[config.mk]
export PLATFORM = sky130hd
export DESIGN_NAME = mult_arbiter_flat
export DESIGN_NICKNAME = d
export VERILOG_FILES = /design/src/rtl/mult_arbiter_if.sv /design/src/rtl/mult_arbiter.sv /design/src/flat_wrapper.sv
export SDC_FILE = /design/constraint.sdc
export NUM_CORES = 1
export LEC_CHECK = 0
export ABC_AREA = 0
export CAP_MARGIN = 20
export CORE_AREA = 5 5 135 137
export DETAILED_ROUTE_END_ITERATION = 10
export DIE_AREA = 0 0 140 142
export GPL_TIMING_DRIVEN = 0
export HOLD_SLACK_MARGIN = 0.06
export PLACE_DENSITY_LB_ADDON = 0.15
export SLEW_MARGIN = 20
export SYNTH_ARGS = -nofsm -noshare
export SYNTH_HDL_FRONTEND = slang
export SYNTH_SLANG_ARGS = --single-unit
[constraint.sdc]
create_clock -name clk -period 2.5 [get_ports clk]
set_input_delay 0.5 -clock clk [delete_from_list [all_inputs] [get_ports clk]]
set_output_delay 0.5 -clock clk [all_outputs]
set_load 0.05 [all_outputs]
[src/rtl/mult_arbiter_if.sv]
// Bus between the shared-multiplier arbiter and the effect stages / external multiplier.
// The slave modport is the arbiter's view and the master modport is the environment's view.
interface mult_arbiter_if #(
    parameter int WIDTH   = 24,
    parameter int NUM_REQ = 4,
    parameter int CNT_W   = 8
);
    localparam int ID_W = $clog2(NUM_REQ);

    logic                     en;
    logic                     sample_tick;
    logic [NUM_REQ-1:0]       req_valid;
    logic [NUM_REQ*WIDTH-1:0] req_a;
    logic [NUM_REQ*WIDTH-1:0] req_b;
    logic [NUM_REQ-1:0]       req_ready;
    logic [WIDTH-1:0]         mul_a;
    logic [WIDTH-1:0]         mul_b;
    logic [2*WIDTH-1:0]       mul_p;
    logic                     rsp_valid;
    logic [ID_W-1:0]          rsp_id;
    logic [2*WIDTH-1:0]       rsp_data;
    logic [CNT_W-1:0]         ops_last;
    logic                     overrun;

    modport slave (
        input  en, sample_tick, req_valid, req_a, req_b, mul_p,
        output req_ready, mul_a, mul_b, rsp_valid, rsp_id, rsp_data, ops_last, overrun
    );

    modport master (
        output en, sample_tick, req_valid, req_a, req_b, mul_p,
        input  req_ready, mul_a, mul_b, rsp_valid, rsp_id, rsp_data, ops_last, overrun
    );
endinterface

[src/rtl/mult_arbiter.sv]
// Round-robin arbiter that shares one external multiplier among NUM_REQ requesters,
// tags each product with its owner, and tracks the per-sample multiply budget.
module mult_arbiter #(
    parameter int WIDTH    = 24,
    parameter int NUM_REQ  = 4,
    parameter int MULT_LAT = 2,
    parameter int CNT_W    = 8
) (
    input logic          clk,
    input logic          rst,
    mult_arbiter_if.slave bus
);
    localparam int ID_W = $clog2(NUM_REQ);
    localparam logic [CNT_W-1:0] CNT_MAX = '1;

    logic [ID_W-1:0]     rr_q, rr_d;
    logic [MULT_LAT-1:0] tag_v_q, tag_v_d;
    logic [ID_W-1:0]     tag_id_q [MULT_LAT];
    logic [ID_W-1:0]     tag_id_d [MULT_LAT];
    logic [CNT_W-1:0]    count_q, count_d;
    logic [CNT_W-1:0]    ops_last_q, ops_last_d;
    logic                overrun_q, overrun_d;

    logic                grant_found;
    logic [ID_W-1:0]     grant_id;
    logic                transfer;
    logic [NUM_REQ-1:0]  ready;
    logic [CNT_W-1:0]    count_inc;
    int                  idx;

    // Scan from the round-robin pointer upward, wrapping, and take the first valid requester.
    always_comb begin
        grant_found = 1'b0;
        grant_id    = '0;
        idx         = 0;
        for (int k = 0; k < NUM_REQ; k++) begin
            idx = int'(rr_q) + k;
            if (idx >= NUM_REQ) idx = idx - NUM_REQ;
            if (!grant_found && bus.req_valid[idx]) begin
                grant_found = 1'b1;
                grant_id    = ID_W'(idx);
            end
        end
        transfer = bus.en & ~rst & grant_found;
        ready    = '0;
        if (transfer) ready[grant_id] = 1'b1;
    end

    assign bus.req_ready = ready;
    assign bus.mul_a     = transfer ? bus.req_a[int'(grant_id)*WIDTH +: WIDTH] : '0;
    assign bus.mul_b     = transfer ? bus.req_b[int'(grant_id)*WIDTH +: WIDTH] : '0;

    assign count_inc = (count_q == CNT_MAX) ? count_q : count_q + 1'b1;

    always_comb begin
        rr_d       = rr_q;
        tag_v_d    = tag_v_q;
        tag_id_d   = tag_id_q;
        count_d    = count_q;
        ops_last_d = ops_last_q;
        overrun_d  = overrun_q;

        if (transfer) begin
            rr_d = (grant_id == ID_W'(NUM_REQ - 1)) ? '0 : grant_id + 1'b1;
        end

        // Tags move in lockstep with the external delay chain, which shares the same enable.
        if (bus.en) begin
            tag_v_d[0]  = transfer;
            tag_id_d[0] = grant_id;
            for (int i = 1; i < MULT_LAT; i++) begin
                tag_v_d[i]  = tag_v_q[i-1];
                tag_id_d[i] = tag_id_q[i-1];
            end
        end

        if (bus.sample_tick) begin
            ops_last_d = transfer ? count_inc : count_q;
            count_d    = '0;
            if ((|(bus.req_valid & ~ready)) || (|tag_v_q)) overrun_d = 1'b1;
        end else if (transfer) begin
            count_d = count_inc;
        end
    end

    always_ff @(posedge clk or posedge rst) begin
        if (rst) begin
            rr_q       <= '0;
            tag_v_q    <= '0;
            tag_id_q   <= '{default: '0};
            count_q    <= '0;
            ops_last_q <= '0;
            overrun_q  <= 1'b0;
        end else begin
            rr_q       <= rr_d;
            tag_v_q    <= tag_v_d;
            tag_id_q   <= tag_id_d;
            count_q    <= count_d;
            ops_last_q <= ops_last_d;
            overrun_q  <= overrun_d;
        end
    end

    assign bus.rsp_valid = tag_v_q[MULT_LAT-1];
    assign bus.rsp_id    = tag_id_q[MULT_LAT-1];
    assign bus.rsp_data  = bus.mul_p;
    assign bus.ops_last  = ops_last_q;
    assign bus.overrun   = overrun_q;
endmodule
[src/flat_wrapper.sv]
// flat-port wrapper written by rule: the top's interface ports become plain ports
module mult_arbiter_flat 
#(
    parameter int WIDTH    = 24,
    parameter int NUM_REQ  = 4,
    parameter int MULT_LAT = 2,
    parameter int CNT_W    = 8
)
  (clk, rst, bus_en, bus_sample_tick, bus_req_valid, bus_req_a, bus_req_b, bus_mul_p, bus_req_ready, bus_mul_a, bus_mul_b, bus_rsp_valid, bus_rsp_id, bus_rsp_data, bus_ops_last, bus_overrun);
  mult_arbiter_if #(.WIDTH(WIDTH), .NUM_REQ(NUM_REQ), .CNT_W(CNT_W)) bus_i ();
  input logic clk;
  input logic rst;
  input wire logic [$bits(bus_i.en)-1:0] bus_en;
  input wire logic [$bits(bus_i.sample_tick)-1:0] bus_sample_tick;
  input wire logic [$bits(bus_i.req_valid)-1:0] bus_req_valid;
  input wire logic [$bits(bus_i.req_a)-1:0] bus_req_a;
  input wire logic [$bits(bus_i.req_b)-1:0] bus_req_b;
  input wire logic [$bits(bus_i.mul_p)-1:0] bus_mul_p;
  output wire logic [$bits(bus_i.req_ready)-1:0] bus_req_ready;
  output wire logic [$bits(bus_i.mul_a)-1:0] bus_mul_a;
  output wire logic [$bits(bus_i.mul_b)-1:0] bus_mul_b;
  output wire logic [$bits(bus_i.rsp_valid)-1:0] bus_rsp_valid;
  output wire logic [$bits(bus_i.rsp_id)-1:0] bus_rsp_id;
  output wire logic [$bits(bus_i.rsp_data)-1:0] bus_rsp_data;
  output wire logic [$bits(bus_i.ops_last)-1:0] bus_ops_last;
  output wire logic [$bits(bus_i.overrun)-1:0] bus_overrun;
  assign bus_i.en = bus_en;
  assign bus_i.sample_tick = bus_sample_tick;
  assign bus_i.req_valid = bus_req_valid;
  assign bus_i.req_a = bus_req_a;
  assign bus_i.req_b = bus_req_b;
  assign bus_i.mul_p = bus_mul_p;
  assign bus_req_ready = bus_i.req_ready;
  assign bus_mul_a = bus_i.mul_a;
  assign bus_mul_b = bus_i.mul_b;
  assign bus_rsp_valid = bus_i.rsp_valid;
  assign bus_rsp_id = bus_i.rsp_id;
  assign bus_rsp_data = bus_i.rsp_data;
  assign bus_ops_last = bus_i.ops_last;
  assign bus_overrun = bus_i.overrun;
  mult_arbiter #(.WIDTH(WIDTH), .NUM_REQ(NUM_REQ), .MULT_LAT(MULT_LAT), .CNT_W(CNT_W)) u_core (.clk(clk), .rst(rst), .bus(bus_i));
endmodule
Word level (Yosys, flattened, before mapping) --
Index checks and enable logic that the tools add are counted. Widths: inputs -> output; s select.
Cells by class: add/sub/neg operators 9, $mul 1, $lt $le $gt $ge 10, equality and inequality tests 2, shift-type cells 2, multiplexer cells 33, bitwise operators 5, reductions and logical operators 11
Operators by type and width (number):
- $shiftx 96x32->24 | 2
- $lt 32x4->1 const B | 4
- $mux 32 | 4
- $ge 32x4->1 const B | 3
- $sub 32x4->32 const B | 3
- $mux 24 | 2
- $mux 8 | 3
- $mux 1 | 13
- $mux 2 | 5
- $add 8x1->8 const B | 1
- $bmux 1 s2 | 4
- $eq 8x8->1 const B | 1
- $add 2x2->3 const B | 2
- $and 4x4->4 | 1
- $logic_and 1x1->1 | 4
- $mul 2x2->4 const B | 1
- $mux 4 | 1
- $not 4->4 | 1
- $reduce_or 4->1 | 1
- $sub 2x3->4 const B | 1
- $add 2x1->3 const B | 1
- $ge 2x3->1 const B | 1
- $logic_not 1->1 | 3
- $lt 2x3->1 const B | 1
- other kinds (9) | 10
Word-level totals: bits in registers 25, bits of input ports 248, output and inout bits 112

Longest topological paths before layout --
word-level depth 25, depth in mapped cells 10

Least setup slack after synthesis --
OpenSTA, ideal clock, no wires.
path type input to output, start in bus_req_valid[0], end out bus_mul_a[0], arrival 2784 ps, setup slack -784 ps, stages on the path 9, path through buf_4 > nor3b_1 > a21oi_2 > o21ai_4 > clkinv_2 > buf_6 > buf_6 > nand2_1 > a311oi_1
On the way: longest elaborated chain between the ends 16, elaborated cells between the ends (all ways) 30, those cells by class mul: 1; shift: 1; mux: 21; bitwise: 1; reduce/logical: 6
Ends and longest elaborated chain:
- start: declaration | RTL line flat_wrapper.sv:15 | input wire logic [$bits(bus_i.req_valid)-1:0] bus_req_valid;
- $bmux 1 s2 | RTL line mult_arbiter.sv:39 | if (!grant_found && bus.req_valid[idx]) begin
- $mux 1 (implied by the code) (2 in a row) | RTL line mult_arbiter.sv:39
- $mux 1 | RTL line mult_arbiter.sv:39
- $logic_not 1->1 | RTL line mult_arbiter.sv:39
- $logic_and 1x1->1 | RTL line mult_arbiter.sv:39
- $mux 1 | RTL line mult_arbiter.sv:39
- $logic_not 1->1 | RTL line mult_arbiter.sv:39
- $logic_and 1x1->1 | RTL line mult_arbiter.sv:39
- $mux 1 | RTL line mult_arbiter.sv:39
- $logic_not 1->1 | RTL line mult_arbiter.sv:39
- $logic_and 1x1->1 | RTL line mult_arbiter.sv:39
- $mux 2 | RTL line mult_arbiter.sv:39
- $mul 2x2->4 | RTL line mult_arbiter.sv:50 | assign bus.mul_a = transfer ? bus.req_a[int'(grant_id)*WIDTH +: WIDTH] : '0;
- $shiftx 96x32->24 | RTL line mult_arbiter.sv:50
- $mux 24 (*) | RTL line mult_arbiter.sv:50
- end: declaration | RTL line flat_wrapper.sv:20 | output wire logic [$bits(bus_i.mul_a)-1:0] bus_mul_a;
Every way passes the cells marked *; elsewhere a longest branch is shown, timed or not. The select of a mux whose other input is x is not followed.

Final worst setup path --
start reg u_core.rr_q[1], end out bus_mul_a[1]
On the way: longest elaborated chain between the ends 18, elaborated cells between the ends (all ways) 45, those cells by class add/sub: 7; mul: 1; order compare: 4; shift: 1; mux: 25; bitwise: 1; reduce/logical: 6
Ends and longest elaborated chain:
- start: declaration | RTL line mult_arbiter.sv:16 | logic [ID_W-1:0] rr_q, rr_d;
- start signal: assignment | RTL line mult_arbiter.sv:95 | rr_q <= rr_d;
- branches (longest 17 deep; another with $sub 32x4->32)
- $mux 24 (*) | RTL line mult_arbiter.sv:50
Mark *: on every way between the ends. The select of a mux whose other input is x is not followed.

==> results.py <==
metrics = {
    "worst_setup_path": {
        "crit_top_cell": "sky130_fd_sc_hd__buf_6",
        "timing.critical_path.arrival_ns": 2.31,
        "critical_path_class": "register to output pin",
        "gate_family_responsible_for_the_most_delay_along_the_worst_path": "buffers and inverters",
        "worst_setup_path_start_kind": "register",
        "critical-path-slowest-cell": "sky130_fd_sc_hd__dfrtp_1",
        "worst_r2r_startpoint": "u_core.rr_q[1]$_DFFE_PP0P_",
        "crit_path_max_incr_delay_ns": 0.37,
        "worst-endpoint-required_ns": 2.00,
        "r2r-end": "u_core.bus.overrun$_DFFE_PP0P_",
        "timing.reg2reg.worst_path_depth": 10,
        "worst_setup_ep_type": "output pin",
        "worstPathBufferInverterCount": 5,
        "critical_path_peak_fanout": 7,
        "crit_path_cell_trace": "buf_6, mux2i_2, a21oi_2, o21ai_4, clkinv_4, buf_12, clkbuf_16, nand2_4, a311oi_4, buf_6",
        "r2r_slack_ns": 0.09,
    },
    "pwr": {
        "total_power_density_per_cell_area_nw_per_um2": 592,
        "power.total_w": 0.00498,
        "worst_ir_drop_vdd_mv": 0.415,
        "power_leakage_nw": 3.41,
    },
    "place": {
        "pre_cts_ws_ns": -1.48,
        "final_weighted_congestion_in_routability_driven_placement": 0.934,
        "dpl_cell_area_um2": 7600,
        "numPortBuffers": 309,
        "detailedPlacementHpwl_um": 16400,
    },
    "global_route": {
        "grt_pass1_vias": 5150,
        "groute.usage.overall": 0.188,
        "grt_start_max_net_pins": 15,
        "grt_antenna_before_repair": 2,
        "grt_pass1_wl_um": 30000,
        "grt_overflow": 0,
    },
    "floorplanning": {
        "placementRows": 48,
        "initial_utilization": 0.194,
        "boundaryPins": 360,
        "chipHeight_um": 142,
        "die-area_um2": 19900,
        "die_w_um": 140,
        "core_area_um2": 16900,
    },
    "route": {
        "antenna_violating_nets_post_route": 0,
        "route.detailed.wl_per_inst_um": 19.3,
        "drc": 0,
        "drt-initial-drc-count": 80,
        "drt_pre_antenna_iters": 4,
        "route.vias.total": 4771,
        "post_drt_via_cell_ratio": 4.53,
        "drt_wl_total_um": 20300,
    },
    "timing": {
        "post-route-period-util": 1.13,
        "final-hold-violation-count": 0,
        "finalSetupViolations": 49,
        "drv_slew": 0,
        "worst_slew_margin_rel": 0.612,
        "tightestPinTransition_ns": 0.578,
        "final_period_minus_worst_setup_slack_ns": 2.81,
        "max_freq_mhz": 355,
        "setup_ws_ns": -0.315,
        "fin_skew_ns": 0.00538,
        "unrepaired_setup_endpoints_after_global_routing": "true",
    },
    "cells_and_area": {
        "share_of_cells_above_drive_strength_1": 0.345,
        "design_area_um2": 8400,
        "most-common-layout-cells": "253 x sky130_fd_sc_hd__clkdlybuf4s50_1, 182 x sky130_fd_sc_hd__nand2_1, 65 x sky130_fd_sc_hd__buf_4",
        "mostFrequentLayoutCell": "sky130_fd_sc_hd__clkdlybuf4s50_1",
        "areaGrowthSynthToFinish_pct": 156,
        "design.final.nets": 1078,
        "final_core_utilization": 0.496,
    },
    "clock_tree": {
        "maximum_clock_path_buffer_count": 2,
        "numClockSinks": 25,
        "tritoncts.num_buffers": 3,
        "cts_tree": "built",
        "cts.reportedPaths.clkPinSlew_ns": 0.07,
        "clk_latency_ns": 0.26,
        "htree_levels": 1,
        "cts-hold-fix-buffers": 0,
        "cts_root_buf": "sky130_fd_sc_hd__clkbuf_16",
    },
    "yosys": {
        "syn_area_um2": 3280,
        "synth-edff-count": 0,
        "synth_top_flop_cell": "sky130_fd_sc_hd__dfrtp_1",
        "synth_top_area_cell": "sky130_fd_sc_hd__nand2_1",
        "mean_syn_cell_area_um2": 6.62,
        "syn_inst": 495,
        "yosysWarningCount": 0,
        "seq_cells_post_synth": 25,
        "async_flop_share": 1.00,
        "post_synth_top_area_share": 0.231,
        "count_of_unique_library_cells_instantiated_by_yosys": 37,
        "synth.yosys.seq_area_share": 0.191,
        "synth_nets": 745,
        "yosys-top-cells-area": "sky130_fd_sc_hd__nand2_1 23%, sky130_fd_sc_hd__dfrtp_1 19%, sky130_fd_sc_hd__a311oi_1 13%",
    },
    "run": {
        "cap_viol_max_count": 0,
    },
    "run_status": {
        "violations_in_the_final_reports": "setup timing",
        "outcome": "finished, violations left",
    },
    "hold_path": {
        "hold_crit_class": "input pin to asynchronous set/reset pin",
    },
}
-- flip-flops by register name (all words and copies together), names as in the netlist --
name / count
u_core.rr_q: 2
u_core.bus.ops_last: 8
u_core.tag_id_q: 2
u_core.count_q: 8
u_core.bus.overrun: 1
u_core.tag_v_q: 2
u_core.bus.rsp_id: 2
-- metal layers --
layer | GRT usage | wire [um] | part of all wire | vias to the layer above
met4 | 0.0362 | 315 | 0.016 | 2
met1 | 0.222 | 7790 | 0.38 | 2264
met5 | 0 | 13 | 0.00064 | -
met2 | 0.359 | 11100 | 0.54 | 162
li1 | - | - | - | 2324
met3 | 0.0316 | 1130 | 0.055 | 19
-- area by class of cell --
type	count	area [um2]
Antenna cell	1	2.50
Buffer	90	876
Clock buffer	3	75.1
Clock inverter	1	5.00
Fill cell	1621	8530
Inverter	6	33.8
Multi-Input combinational cell	373	3130
Sequential cell	25	626
Tap cell	225	282
Timing Repair Buffer	327	3360
Timing Repair inverter	2	13.8
-- repair_timing --
action	CTS	global route
gates resized for setup	433	55
setup endpoints to repair	56	53
buffers inserted	10	4
cloned	3	3
pin swaps	7	21
-- cell usage after synthesis (3+ instances only) --
cell	number
sky130_fd_sc_hd__a21oi_1	10
sky130_fd_sc_hd__a311oi_1	48
sky130_fd_sc_hd__and3_1	51
sky130_fd_sc_hd__buf_2	15
sky130_fd_sc_hd__buf_4	53
sky130_fd_sc_hd__buf_6	7
sky130_fd_sc_hd__clkbuf_1	15
sky130_fd_sc_hd__dfrtp_1	25
sky130_fd_sc_hd__inv_1	4
sky130_fd_sc_hd__mux2_2	8
sky130_fd_sc_hd__nand2_1	202
sky130_fd_sc_hd__nand4_1	4
sky130_fd_sc_hd__nor2_1	19
sky130_fd_sc_hd__nor2b_1	3
sky130_fd_sc_hd__xor2_1	4
-- worst min-delay path, stage by stage --
cell and delay, ns:
sky130_fd_sc_hd__dlygate4sd2_1 0.30, sky130_fd_sc_hd__clkinvlp_4 0.10, sky130_fd_sc_hd__buf_4 0.20
-- power by group --
part	switching, W	internal, W	total (W)
Combinational	0.00228	0.00185	0.00413
Sequential	0.0000309	0.000455	0.000486
Clock	0.000144	0.000216	0.000359
Total	0.00246	0.00252	0.00498
-- worst max path at each step --
stage,to,from,depth (start not counted),slack [ns]
after floorplan,bus_mul_a[10],bus_req_valid[0],8,-0.05
after global placement,bus_mul_b[7],bus_req_valid[1],9,-1.45
after detailed placement,bus_mul_b[7],bus_req_valid[1],9,-1.48
after CTS,bus_mul_b[18],u_core.rr_q[1]$_DFFE_PP0P_,10,-0.27
after global routing,bus_mul_a[3],u_core.rr_q[1]$_DFFE_PP0P_,10,-0.41
final,bus_mul_a[1],u_core.rr_q[1]$_DFFE_PP0P_,10,-0.31
-- stage by stage --
stage / instances / setup TNS (ns) / hold slack (ns)
after floorplan: 495 / -1.80 / 0.388
after global placement: 1029 / -71.84 / 0.484
after detailed placement: 1029 / -74.01 / 0.497
after CTS: 1045 / -11.36 / 0.497
after global routing: 1053 / -17.47 / 0.495
final: 1053 / -12.13 / 0.490
-- kinds of logic after synthesis --
| family | Yosys count | synth area share |
|---|---|---|
| and+or+nand+nor | 285 | 0.377 |
| DFF | 25 | 0.191 |
| buffers and inverters | 97 | 0.194 |
| muxes | 12 | 0.0405 |
| AOI/OAI and AO/OA | 69 | 0.177 |
| adders and majority gates | 2 | 0.00763 |
| xor gates and xnor gates | 5 | 0.0134 |
Power figures use the tool's default switching activity.
